`src/rtl/ddr_wr_pattern_gen.sv`:
```
// Row-by-row DDR write fill generator: requests one burst per row from ddr2_mgr and streams a pattern dword per accepted beat.
// Optional feature macro DDR_WR_PATTERN_INCR_EN: wr_data = {9'h000, row, word_cnt} instead of the constant DWORD_PRELOAD.
module ddr_wr_pattern_gen #(
    parameter logic [9:0]  XFR_LEN_PER_LINE = 10'h200,
    parameter logic [31:0] DWORD_PRELOAD    = 32'hA5A5_5A5A
) (
    input  logic        clk,
    input  logic        rst_n,
    input  logic        start,
    input  logic [12:0] base_row,
    input  logic [12:0] num_lines,
    output logic        wr_mem_req,
    output logic [24:0] wr_mem_addr,
    output logic [9:0]  wr_xfr_len,
    input  logic        wr_mem_grant,
    input  logic        wr_data_req,
    output logic [31:0] wr_data,
    output logic        busy,
    output logic        done,
    output logic [12:0] line_cnt
);

    typedef enum logic [1:0] {
        IDLE = 2'd0,
        REQ  = 2'd1,
        XFR  = 2'd2,
        NEXT = 2'd3
    } state_e;

    state_e      state_q, state_d;
    logic [12:0] row_q, row_d;
    logic [12:0] lines_left_q, lines_left_d;
    logic [12:0] line_cnt_q, line_cnt_d;
    logic [9:0]  word_cnt_q, word_cnt_d;
    logic        wr_mem_req_q, wr_mem_req_d;
    logic [24:0] wr_mem_addr_q, wr_mem_addr_d;
    logic [9:0]  wr_xfr_len_q, wr_xfr_len_d;
    logic [31:0] wr_data_q, wr_data_d;
    logic        busy_q, busy_d;
    logic        done_q, done_d;

    // Request handshake: wr_mem_req with its addr/len is held stable until the
    // first cycle wr_mem_grant=1 is seen in REQ; the request drops on the next
    // cycle. Each wr_data_req=1 cycle in XFR consumes the wr_data shown that
    // cycle, and the next dword appears one cycle later.
    always_comb begin
        state_d       = state_q;
        row_d         = row_q;
        lines_left_d  = lines_left_q;
        line_cnt_d    = line_cnt_q;
        word_cnt_d    = word_cnt_q;
        wr_mem_req_d  = wr_mem_req_q;
        wr_mem_addr_d = wr_mem_addr_q;
        wr_xfr_len_d  = wr_xfr_len_q;
        wr_data_d     = wr_data_q;
        done_d        = done_q;

        case (state_q)
            IDLE: begin
                if (start) begin
                    if (num_lines != 13'd0) begin
                        row_d         = base_row;
                        lines_left_d  = num_lines;
                        line_cnt_d    = 13'd0;
                        done_d        = 1'b0;
                        wr_mem_req_d  = 1'b1;
                        wr_mem_addr_d = {base_row, 10'h000, 2'b00};
                        wr_xfr_len_d  = XFR_LEN_PER_LINE;
                        state_d       = REQ;
                    end else begin
                        done_d = 1'b1;
                    end
                end
            end
            REQ: begin
                if (wr_mem_grant) begin
                    wr_mem_req_d = 1'b0;
                    word_cnt_d   = 10'd0;
                    state_d      = XFR;
`ifdef DDR_WR_PATTERN_INCR_EN
                    wr_data_d    = {9'h000, row_q, 10'd0};
`endif
                end
            end
            XFR: begin
                if (wr_data_req) begin
                    word_cnt_d = word_cnt_q + 10'd1;
`ifdef DDR_WR_PATTERN_INCR_EN
                    wr_data_d  = {9'h000, row_q, word_cnt_d};
`endif
                    if (word_cnt_q == XFR_LEN_PER_LINE - 10'd1) begin
                        state_d = NEXT;
                    end
                end
            end
            NEXT: begin
                // Row address wraps naturally at 13 bits.
                row_d        = row_q + 13'd1;
                line_cnt_d   = line_cnt_q + 13'd1;
                lines_left_d = lines_left_q - 13'd1;
                if (lines_left_q == 13'd1) begin
                    done_d  = 1'b1;
                    state_d = IDLE;
                end else begin
                    wr_mem_req_d  = 1'b1;
                    wr_mem_addr_d = {row_d, 10'h000, 2'b00};
                    wr_xfr_len_d  = XFR_LEN_PER_LINE;
                    state_d       = REQ;
                end
            end
            default: begin
                state_d = IDLE;
            end
        endcase

`ifndef DDR_WR_PATTERN_INCR_EN
        wr_data_d = DWORD_PRELOAD;
`endif
        busy_d = (state_d != IDLE);
    end

    always_ff @(posedge clk or negedge rst_n) begin
        if (!rst_n) begin
            state_q       <= IDLE;
            row_q         <= 13'd0;
            lines_left_q  <= 13'd0;
            line_cnt_q    <= 13'd0;
            word_cnt_q    <= 10'd0;
            wr_mem_req_q  <= 1'b0;
            wr_mem_addr_q <= 25'd0;
            wr_xfr_len_q  <= 10'd0;
            wr_data_q     <= DWORD_PRELOAD;
            busy_q        <= 1'b0;
            done_q        <= 1'b0;
        end else begin
            state_q       <= state_d;
            row_q         <= row_d;
            lines_left_q  <= lines_left_d;
            line_cnt_q    <= line_cnt_d;
            word_cnt_q    <= word_cnt_d;
            wr_mem_req_q  <= wr_mem_req_d;
            wr_mem_addr_q <= wr_mem_addr_d;
            wr_xfr_len_q  <= wr_xfr_len_d;
            wr_data_q     <= wr_data_d;
            busy_q        <= busy_d;
            done_q        <= done_d;
        end
    end

    assign wr_mem_req  = wr_mem_req_q;
    assign wr_mem_addr = wr_mem_addr_q;
    assign wr_xfr_len  = wr_xfr_len_q;
    assign wr_data     = wr_data_q;
    assign busy        = busy_q;
    assign done        = done_q;
    assign line_cnt    = line_cnt_q;

endmodule

```
`config.mk`:
```
export PLATFORM = sky130hd
export DESIGN_NAME = ddr_wr_pattern_gen
export DESIGN_NICKNAME = d
export VERILOG_FILES = /design/src/rtl/ddr_wr_pattern_gen.sv
export SDC_FILE = /design/constraint.sdc
export NUM_CORES = 1
export LEC_CHECK = 0
export BUFFER_PORTS_ARGS = -buffer_cell sky130_fd_sc_hd__buf_4
export CORE_MARGIN = 3
export CORE_UTILIZATION = 30
export CTS_CLUSTER_SIZE = 40
export DETAILED_ROUTE_END_ITERATION = 10
export PLACE_DENSITY = 0.6
export SETUP_SLACK_MARGIN = 0.3
export SYNTH_ARGS = -nofsm -noshare
export SYNTH_HDL_FRONTEND = slang
export SYNTH_SLANG_ARGS = --single-unit
```
`constraint.sdc`:
```
create_clock -name clk -period 5.5 [get_ports clk]
set_input_delay 0.275 -clock clk [delete_from_list [all_inputs] [get_ports clk]]
set_output_delay 0.275 -clock clk [all_outputs]
set_load 0.02 [all_outputs]
```
==> results_dict.tcl <==
set metrics [dict create \
    status "finished clean" \
    avgViaCountPerCell 5.08 \
    num_vias 3414 \
    clockRootBuffer "clkbuf_16" \
    min_path_type "input pin to asynchronous set/reset pin" \
    setup_viol 0 \
    p_per_area_nw_per_um2 486 \
    slew_headroom_pct 27.9 \
    place.detailed.instances 657 \
    num_rows 42 \
    diodes 0 \
    finalNetCount 528 \
    clkSinkCount 68 \
    synthFlopType "dfrtp_1" \
    synth_edf_count 0 \
    cts_buffers 9 \
    fin_util_pct 35.9 \
    cts_tree "yes" \
    synth_cells 443 \
    grt_max_degree 69 \
    fp.dieArea_sq_um 15600 \
    cts_max_level 3 \
    async_flop_share_pct 100 \
    post_cts_resized 0 \
    insertion_delay_ns 0.33 \
    worstMarginPinSlew_ns 1.08 \
    yosysUniqueCellTypes 68 \
    routed_wl_mm 10.6 \
    stdcell_count 672 \
    clock_path_buffers 2 \
    syn-cell-area_sq_um 4240 \
    ys_ff_latch 68 \
    antenna_found_initial 0 \
    start_util_pct 31.4 \
    ant_nets 0 \
    worstSetupStartpointType "register" \
    rsz0062_at_grt "no" \
    wl_per_cell_um 15.8 \
    drt-pass1-iter-count 5 \
    cp.arrival_ns 2.81 \
    cts_hold_buf 0 \
    io_buffer_count 60 \
    gp_congestion 0.826 \
    drive_gt1_share_pct 20.8 \
    synth.yosys.warnings 0 \
    crit_fanout 17 \
    clock_skew_ns 0.00659 \
    cap_violations 0 \
    ios 114 \
    fp.coreArea_sq_um 13500 \
    post-route-drc-count 0 \
    finalHoldViolCount 0 \
    dp_hpwl_mm 7.46 \
    area_growth_pct 14.4 \
    fin_setup_tns_ns 0 \
    critPathKind "register to register" \
    max_freq_mhz 393 \
    post_cts_buffers 0 \
    drt_iter0_markers 322 \
    grtUsageTotal_pct 13.2 \
    avgSynthCellArea_sq_um 9.57 \
    cp-end-kind "register" \
    worstPathRequired_ns 5.77 \
    grt_pass1_vias 3261 \
    irDropWorstVdd_mv 0.152 \
    die_h_um 125 \
    grt_pass1_wl_mm 17.0 \
    die_w_um 125 \
    maxSlewViolCount 0 \
    ys_seq_area_share_pct 40.1 \
    p_leak_nw 2.14 \
    overflow 0 \
    path_clk_slew_ns 0.06 \
    post-route-period-util_pct 46.2 \
    fin_crit_ns 2.54 \
]
## cell usage in the layout, fill, tap and decap left out, drive strengths merged, types with 9 or more instances in the layout
| master | n |
|---|---|
| nor2 | 33 |
| mux2 | 15 |
| nand4 | 12 |
| dfrtp | 68 |
| nor3 | 12 |
| a21oi | 9 |
| inv | 15 |
| clkbuf | 13 |
| o21ai | 23 |
| conb | 53 |
| buf | 63 |
| nand2 | 28 |
| xor2 | 10 |
| nand3 | 20 |
## synth_stat cells, types with 8 or more instances
| cell | count | area share [%] |
|---|---|---|
| o21ai_0 | 22 | 2.6 |
| nand3_1 | 20 | 2.4 |
| nand4_1 | 12 | 1.8 |
| dfrtp_1 | 68 | 40 |
| nor2_1 | 33 | 2.9 |
| nor3_1 | 11 | 1.3 |
| or4_1 | 8 | 1.4 |
| xor2_1 | 10 | 2.1 |
| mux2_2 | 11 | 2.9 |
| buf_4 | 57 | 10 |
| clkbuf_1 | 8 | 0.71 |
| o31ai_1 | 8 | 1.4 |
| inv_1 | 15 | 1.3 |
| a21oi_1 | 9 | 1.1 |
| nand2_1 | 27 | 2.4 |
| a31oi_1 | 8 | 1.2 |
## area by class of cell
| type | count | area, sq um |
|---|---|---|
| multi-input combinational | 335 | 2130 |
| fill | 1370 | 8650 |
| sequential | 68 | 1700 |
| inverter | 15 | 56.3 |
| timing repair buffer | 63 | 473 |
| clock buffer | 13 | 260 |
| tap | 176 | 220 |
| clock inverter | 2 | 10.0 |
## worst max-delay path: stages, from the launching register on
cell and delay, ns:
dfrtp_1 0.57, or3b_1 0.73, nor2_1 0.66, buf_4 0.33
a221o_1 0.17
## metrics by stage
stage               cell area (sq um)  hold slack, ns  power [mW]  setup WS (ns)
global placement                 4580           0.449        1.80           2.96
global route                     4850           0.121        2.52           2.85
finish                           4850          0.0663        2.36           2.96
CTS                              4850           0.106        2.37           2.96
floorplan                        4430         -0.0206        1.57           3.54
detailed placement               4580           0.460        1.83           2.89
## routing by layer
| metal | wire (um) | global-route usage (%) | vias up |
|---|---|---|---|
| met5 | 0 | 0 | - |
| met4 | 64 | 2.74 | 0 |
| met3 | 743 | 4.33 | 8 |
| met2 | 5040 | 20.8 | 116 |
| met1 | 4740 | 17.9 | 1682 |
| li1 | - | - | 1608 |
## cell families (layout without fill, tap and decap cells)
kind of cell             after synthesis  after routing  synth area share (%)
AND/OR/NAND/NOR                      149            149                  20.0
AO/OA/AOI/OAI                         91             91                  15.4
buffers and inverters                 91             93                  14.1
flip-flops                            68             68                  40.1
multiplexers                          20             20                  5.17
XOR/XNOR                              17             17                  3.51
adder cells (fa/ha/maj)                5              5                  1.48
other                                  2             53                 0.177
## worst paths after layout
check | slack (ns) | cells after the start | startpoint | end
min | 0.07 | 1 | rst_n | wr_mem_addr[22]$_DFFE_PN0P_
min reg2reg | 0.48 | 1 | wr_xfr_len[9]$_DFFE_PN0P_ | wr_xfr_len[9]$_DFFE_PN0P_
max reg2reg | 2.96 | 4 | state_q[1]$_DFF_PN0_ | row_q[3]$_DFFE_PN0P_
min in group clk | 0.19 | 2 | num_lines[11] | lines_left_q[11]$_DFFE_PN0P_
max | 2.96 | 4 | state_q[1]$_DFF_PN0_ | row_q[3]$_DFFE_PN0P_
max in group asynchronous | 4.87 | 1 | rst_n | line_cnt[7]$_DFFE_PN0P_
## registers in the layout (all words and copies together), names as in the netlist
name and flops:
row_q 13, word_cnt_q 10, lines_left_q 13, done 1, busy 1, line_cnt 13, wr_mem_req 1, wr_xfr_len 1
state_q 2, wr_mem_addr 13
## where the power goes
group	internal [mW]	switching [mW]	leakage, nW
clock	0.326	0.209	0.135
combinational	0.400	0.535	1.16
sequential	0.679	0.208	0.845
Power figures use the tool's default switching activity.
